File: config.mk
export PLATFORM = sky130hd
export DESIGN_NAME = mips_mem_port_arbiter_flat
export DESIGN_NICKNAME = d
export VERILOG_FILES = /design/src/rtl/mips_mem_port_arbiter_if.sv /design/src/rtl/mips_mem_port_arbiter.sv /design/src/flat_wrapper.sv
export SDC_FILE = /design/constraint.sdc
export NUM_CORES = 1
export LEC_CHECK = 0
export ABC_CLOCK_PERIOD_IN_PS = 2600
export CORE_MARGIN = 2
export CORE_UTILIZATION = 43
export DETAILED_ROUTE_END_ITERATION = 10
export PLACE_DENSITY = 0.8
export RECOVER_POWER = 100
export REMOVE_ABC_BUFFERS = 1
export SLEW_MARGIN = 20
export SYNTH_ARGS = -nofsm -noshare
export SYNTH_HDL_FRONTEND = slang
export SYNTH_SLANG_ARGS = --single-unit
export TNS_END_PERCENT = 20
File: constraint.sdc
create_clock -name clk1 -period 2.6 [get_ports clk1]
set_input_delay 0.26 -clock clk1 [delete_from_list [all_inputs] [get_ports clk1]]
set_output_delay 0.26 -clock clk1 [all_outputs]
set_load 0.03 [all_outputs]
File: src/rtl/mips_mem_port_arbiter_if.sv
// Bus bundle between the fetch/data requesters, the arbiter and the unified memory.
//   slave  : arbiter view (requests and mem_rdata in; acks, rdata, memory strobes and busy out)
//   master : environment view (requesters plus memory model)
interface mips_mem_port_arbiter_if #(
    parameter int unsigned AW = 10
);
    logic          if_req;
    logic [AW-1:0] if_addr;
    logic          if_ack;
    logic [31:0]   if_rdata;

    logic          d_req;
    logic          d_we;
    logic [AW-1:0] d_addr;
    logic [31:0]   d_wdata;
    logic          d_ack;
    logic [31:0]   d_rdata;

    logic          mem_en;
    logic          mem_we;
    logic [AW-1:0] mem_addr;
    logic [31:0]   mem_wdata;
    logic [31:0]   mem_rdata;

    logic          busy;

    modport slave (
        input  if_req, if_addr, d_req, d_we, d_addr, d_wdata, mem_rdata,
        output if_ack, if_rdata, d_ack, d_rdata, mem_en, mem_we, mem_addr, mem_wdata, busy
    );

    modport master (
        output if_req, if_addr, d_req, d_we, d_addr, d_wdata, mem_rdata,
        input  if_ack, if_rdata, d_ack, d_rdata, mem_en, mem_we, mem_addr, mem_wdata, busy
    );
endinterface

File: src/rtl/mips_mem_port_arbiter.sv
// Arbitrates the single-ported unified memory between instruction fetch (requester 0,
// read-only) and MEM-stage data access (requester 1, load/store). Data has fixed
// priority; a starvation counter forces a fetch grant after STARVE_LIM data grants
// made while fetch was waiting. Each access runs IDLE -> ISSUE -> WAIT(MEM_LAT) -> RESP.
// Ports:
//   clk1  : single clock, all state changes on posedge
//   rst_n : asynchronous active-low reset
//   bus   : slave modport of mips_mem_port_arbiter_if (requester handshakes,
//           memory strobes, busy)
module mips_mem_port_arbiter #(
    parameter int unsigned AW         = 10,
    parameter int unsigned MEM_LAT    = 2,
    parameter int unsigned STARVE_LIM = 2
) (
    input  logic                     clk1,
    input  logic                     rst_n,
    mips_mem_port_arbiter_if.slave   bus
);
    localparam int unsigned CW = 4;
    localparam int unsigned SW = (STARVE_LIM < 1) ? 1 : $clog2(STARVE_LIM + 1);

    typedef enum logic [1:0] {
        S_IDLE,
        S_ISSUE,
        S_WAIT,
        S_RESP
    } state_t;

    state_t        r_state;
    logic [CW-1:0] r_wait_cnt;
    logic [SW-1:0] r_starve_cnt;
    logic          r_win_d;
    logic          r_we;

    logic          r_if_ack;
    logic [31:0]   r_if_rdata;
    logic          r_d_ack;
    logic [31:0]   r_d_rdata;
    logic          r_mem_en;
    logic          r_mem_we;
    logic [AW-1:0] r_mem_addr;
    logic [31:0]   r_mem_wdata;
    logic          r_busy;

    logic          w_starved;
    logic          w_grant_d;
    logic          w_grant_f;

    // Data wins unless fetch has been passed over STARVE_LIM times in a row.
    assign w_starved = (r_starve_cnt == SW'(STARVE_LIM));
    assign w_grant_d = bus.d_req && !(bus.if_req && w_starved);
    assign w_grant_f = bus.if_req && !w_grant_d;

    // Access sequencer with registered outputs; mem_en is set on the grant edge so it
    // is high exactly for the ISSUE cycle.
    always_ff @(posedge clk1 or negedge rst_n) begin
        if (!rst_n) begin
            r_state      <= S_IDLE;
            r_wait_cnt   <= '0;
            r_starve_cnt <= '0;
            r_win_d      <= 1'b0;
            r_we         <= 1'b0;
            r_if_ack     <= 1'b0;
            r_if_rdata   <= '0;
            r_d_ack      <= 1'b0;
            r_d_rdata    <= '0;
            r_mem_en     <= 1'b0;
            r_mem_we     <= 1'b0;
            r_mem_addr   <= '0;
            r_mem_wdata  <= '0;
            r_busy       <= 1'b0;
        end else begin
            r_if_ack <= 1'b0;
            r_d_ack  <= 1'b0;
            r_mem_en <= 1'b0;
            r_mem_we <= 1'b0;

            case (r_state)
                S_IDLE: begin
                    if (w_grant_d) begin
                        r_win_d     <= 1'b1;
                        r_we        <= bus.d_we;
                        r_mem_addr  <= bus.d_addr;
                        r_mem_wdata <= bus.d_wdata;
                        r_mem_en    <= 1'b1;
                        r_mem_we    <= bus.d_we;
                        r_busy      <= 1'b1;
                        r_state     <= S_ISSUE;
                        // Count only grants that actually made fetch wait.
                        if (bus.if_req && !w_starved) begin
                            r_starve_cnt <= r_starve_cnt + SW'(1);
                        end
                    end else if (w_grant_f) begin
                        r_win_d      <= 1'b0;
                        r_we         <= 1'b0;
                        r_mem_addr   <= bus.if_addr;
                        r_mem_en     <= 1'b1;
                        r_busy       <= 1'b1;
                        r_starve_cnt <= '0;
                        r_state      <= S_ISSUE;
                    end
                end

                S_ISSUE: begin
                    r_wait_cnt <= CW'(MEM_LAT);
                    r_state    <= S_WAIT;
                end

                S_WAIT: begin
                    if (r_wait_cnt == CW'(1)) begin
                        if (!r_we) begin
                            if (r_win_d) r_d_rdata  <= bus.mem_rdata;
                            else         r_if_rdata <= bus.mem_rdata;
                        end
                        r_d_ack  <= r_win_d;
                        r_if_ack <= !r_win_d;
                        r_state  <= S_RESP;
                    end else begin
                        r_wait_cnt <= r_wait_cnt - CW'(1);
                    end
                end

                S_RESP: begin
                    r_busy  <= 1'b0;
                    r_state <= S_IDLE;
                end

                default: begin
                    r_busy  <= 1'b0;
                    r_state <= S_IDLE;
                end
            endcase
        end
    end

    assign bus.if_ack    = r_if_ack;
    assign bus.if_rdata  = r_if_rdata;
    assign bus.d_ack     = r_d_ack;
    assign bus.d_rdata   = r_d_rdata;
    assign bus.mem_en    = r_mem_en;
    assign bus.mem_we    = r_mem_we;
    assign bus.mem_addr  = r_mem_addr;
    assign bus.mem_wdata = r_mem_wdata;
    assign bus.busy      = r_busy;
endmodule

File: src/flat_wrapper.sv
// flat-port wrapper written by rule: the top's interface ports become plain ports
module mips_mem_port_arbiter_flat 
#(
    parameter int unsigned AW         = 10,
    parameter int unsigned MEM_LAT    = 2,
    parameter int unsigned STARVE_LIM = 2
)
  (clk1, rst_n, bus_if_req, bus_if_addr, bus_d_req, bus_d_we, bus_d_addr, bus_d_wdata, bus_mem_rdata, bus_if_ack, bus_if_rdata, bus_d_ack, bus_d_rdata, bus_mem_en, bus_mem_we, bus_mem_addr, bus_mem_wdata, bus_busy);
  mips_mem_port_arbiter_if #(.AW(AW)) bus_i ();
  input  logic clk1;
  input  logic rst_n;
  input wire logic [$bits(bus_i.if_req)-1:0] bus_if_req;
  input wire logic [$bits(bus_i.if_addr)-1:0] bus_if_addr;
  input wire logic [$bits(bus_i.d_req)-1:0] bus_d_req;
  input wire logic [$bits(bus_i.d_we)-1:0] bus_d_we;
  input wire logic [$bits(bus_i.d_addr)-1:0] bus_d_addr;
  input wire logic [$bits(bus_i.d_wdata)-1:0] bus_d_wdata;
  input wire logic [$bits(bus_i.mem_rdata)-1:0] bus_mem_rdata;
  output wire logic [$bits(bus_i.if_ack)-1:0] bus_if_ack;
  output wire logic [$bits(bus_i.if_rdata)-1:0] bus_if_rdata;
  output wire logic [$bits(bus_i.d_ack)-1:0] bus_d_ack;
  output wire logic [$bits(bus_i.d_rdata)-1:0] bus_d_rdata;
  output wire logic [$bits(bus_i.mem_en)-1:0] bus_mem_en;
  output wire logic [$bits(bus_i.mem_we)-1:0] bus_mem_we;
  output wire logic [$bits(bus_i.mem_addr)-1:0] bus_mem_addr;
  output wire logic [$bits(bus_i.mem_wdata)-1:0] bus_mem_wdata;
  output wire logic [$bits(bus_i.busy)-1:0] bus_busy;
  assign bus_i.if_req = bus_if_req;
  assign bus_i.if_addr = bus_if_addr;
  assign bus_i.d_req = bus_d_req;
  assign bus_i.d_we = bus_d_we;
  assign bus_i.d_addr = bus_d_addr;
  assign bus_i.d_wdata = bus_d_wdata;
  assign bus_i.mem_rdata = bus_mem_rdata;
  assign bus_if_ack = bus_i.if_ack;
  assign bus_if_rdata = bus_i.if_rdata;
  assign bus_d_ack = bus_i.d_ack;
  assign bus_d_rdata = bus_i.d_rdata;
  assign bus_mem_en = bus_i.mem_en;
  assign bus_mem_we = bus_i.mem_we;
  assign bus_mem_addr = bus_i.mem_addr;
  assign bus_mem_wdata = bus_i.mem_wdata;
  assign bus_busy = bus_i.busy;
  mips_mem_port_arbiter #(.AW(AW), .MEM_LAT(MEM_LAT), .STARVE_LIM(STARVE_LIM)) u_core (.clk1(clk1), .rst_n(rst_n), .bus(bus_i));
endmodule
==> reports/qor.csv <==
metric,value,unit
clk slew on worst S/H paths,0.05,ns
worst-skew pair later-pin latency,0.40,ns
Final Skew,0.007064,ns
DRC violations left,0,
Hold WC Path Type,in -> reg,
main combinational cell family by area after synthesis,multiplexers,
vias in the first global route,3631,
switching share of total power,40.00,%
Seq pwr share,32.1,%
Post-synth top flop,dfrtp_1,
failing checks,"max-capacitance violations, max-slew violations",
Detailed Route WL,11170,µm
register area share after synthesis,61.62,%
floorplan core area,0.01127,mm²
Peak supply drop,0.7313,mV
Worst-Margin Slew,1.510,ns
Synth Cell Area,0.004913,mm²
Worst Path Required,2.88,ns
TNS Setup,0,ns
"FF+latch count, synth",121,
leakage power,0.003269,µW
initial antenna violation count,0,
clock root buffer,clkbuf_16,
nets@finish,627,
Die Area,0.01230,mm²
DP Wirelength,8276,µm
"EDFF count, synth",0,
pre-CTS setup slack,0.4064,ns
net switching power,4126,µW
violation count after the first detailed-routing iteration,94,
Pint,6188,µW
Bufs on Longest Clock Path,2,
"count leader, synth",dfrtp_1,
largest net degree at the start of global routing,67,
combinational power share,47.3,%
Syn Inst Count,316,
routed len/inst,16.31,µm
Hold Fails Final Rpt,0,
endpoints failing setup,0,
routed via count,3322,
Mean Syn Cell Area,15.55,µm²
period utilisation layout,83.90,%
fill cell count,879,
Die H,110.9,µm
M2 GR Usage,30.92,%
die width,110.9,µm
"top cells by count, synth","dfrtp_1 (121), mux2_2 (67), mux2_4 (30), nand2_1 (19)",
Synthesis Warnings,0,
outcome,finished with violations,
first-pass GRT wire length,18560,µm
post-synth top area cell,dfrtp_1,
met1 Use GR,22.38,%
RSZ-0062 raised after global routing,false,
n_diodes,0,
share of layout cells above drive strength 1,19.56,%
Yosys top cell area share,61.62,%
library cells used by synthesis,32,
postcts setup bufs,0,
Slew Limit Fails,29,
fmax,458.4,MHz
Num CTS Buffers,17,
Via density,4.850,
min cycle time layout,2.181,ns
Initial Utilization,43.59,%
post-synthesis xor/xnor area fraction,0,%
num rows,39,
CTS tree,built,
number of max-cap violations,1,
htree depth,4,
clk sinks,121,
critical path startpoint category,flop,
Power Density,1385,mW/mm²
total congestion overflow,0,
post-synthesis simple-gate area fraction,3.591,%
gr usage total,19.19,%
met3 Use GR,8.311,%
Top-Level Pins,200,
Slew HR,-0.6735,%
fraction of the mapped netlist area in adder cells,2.037,%
P&R area growth vs syn,51.59,%
"Core Util, Final",66.08,%
GP Congestion,0.7393,
dominant cells by area after synthesis,"dfrtp_1 (62%), mux2_2 (15%), mux2_4 (9.2%), mux2i_1 (2.6%), ha_1 (2.0%)",
Worst Path Max Fanout,32,
Setup crit end kind,flop,
IO buf count,199,
Clk network pwr share,20.6,%
critical setup path kind,reg -> reg,
ANT nets after route,0,
Compound-Gate Fraction of Synth Area,2.725,%
"FFs w/ async S/R, synth",100.0,%
Crit path arrival time,2.46,ns
DRT Pass-1 Iters,4,
final worst setup slack,0.4186,ns
mux share of post-synthesis cell area,27.17,%
gr busiest metal,met2,
## layout by cell type, fill, tap and decap left out, types with 5 or more instances in the layout
cell               n
dfrtp_1          121
dlygate4sd3_1    112
clkdlybuf4s50_1   87
mux2_2            67
mux2_1            29
nand2_1           19
clkbuf_16         17
o21ai_0           13
mux2i_1           13
ha_1               8
inv_1              7
clkinv_2           5
clkbuf_1           5
## per-stage QoR
stage | instance area (µm²) | hold slack [ns] | cells | total power, µW
3_3_place_gp | 7042 | 0.1964 | 653 | 8648
5_1_grt | 7448 | 0.4525 | 685 | 10870
4_1_cts | 7589 | 0.3351 | 685 | 11010
2_1_floorplan | 4800 | -0.03559 | 303 | 6461
6_report | 7448 | 0.4613 | 685 | 10310
3_5_place_dp | 7042 | 0.2059 | 653 | 8826
## sequential cells by signal, indices dropped and copies added (netlist names)
signal and flops:
u_core.bus.d_ack 1, u_core.r_wait_cnt 4, u_core.bus.if_rdata 32, u_core.bus.mem_we 1
u_core.bus.mem_addr 10, u_core.bus.mem_en 1, u_core.bus.d_rdata 32, u_core.bus.if_ack 1
u_core.r_state 2, u_core.r_starve_cnt 2, u_core.r_win_d 1, u_core.bus.mem_wdata 32
u_core.r_we 1, u_core.bus.busy 1
## critical path, cell delays in order, from the launching register on
cell       delay [ns]
dfrtp_1          0.41
inv_1            0.12
ha_1             0.30
nand4bb_1        0.14
or3_2            0.41
buf_4            0.27
mux2_1           0.37
## area by class of cell
| cell class | instances | area [µm²] | share of cell area (%) |
|---|---|---|---|
| clock inverter | 12 | 103.9 | 1.394 |
| tap | 143 | 178.9 | 2.402 |
| multi-input combinational | 175 | 1634 | 21.94 |
| sequential | 121 | 3028 | 40.65 |
| clock buffer | 19 | 432.9 | 5.812 |
| inverter | 7 | 26.28 | 0.3528 |
| timing repair buffer | 208 | 2044 | 27.45 |
## logic make-up after synthesis
group / count (synthesis)
flops: 121
mux: 110
simple gates: 35
compound gates: 22
buf+inv: 20
fa+ha+maj: 8
## path summary, 6_finish.rpt
| path | slack (ns) | endpoint | startpoint | depth (start not counted) |
|---|---|---|---|---|
| max | 0.42 | u_core.bus.if_rdata[17] | u_core.r_state[0] | 6 |
| max in group asynchronous | 0.55 | u_core.bus.if_rdata[18] | rst_n | 3 |
| min | 0.46 | u_core.bus.mem_we | bus_d_we | 2 |
| max reg2reg | 0.42 | u_core.bus.if_rdata[17] | u_core.r_state[0] | 6 |
| min reg2reg | 0.47 | u_core.bus.mem_addr[1] | u_core.bus.mem_addr[1] | 2 |
| min in group asynchronous | 0.79 | u_core.bus.if_rdata[12] | rst_n | 2 |
## layer usage
layer,share of wire [%],vias to the layer above
li1,-,1555
met1,40,1596
met2,48,151
met3,9.0,20
met4,2.4,0
met5,0,-
## power by group through the flow
stage	logic, µW	registers, µW	clock network, µW
after floorplan	1420	5040	0
after global placement	5320	3330	0
after detailed placement	5440	3390	0
after CTS	5460	3380	2180
after global routing	5170	3450	2250
final	4880	3310	2130
## what timing repair did
action / in CTS / in global routing
gates resized for setup: 0 / 0
hold endpoints to repair: 26 / 0
hold buffers: 1 / 0
Power figures use the tool's default switching activity.
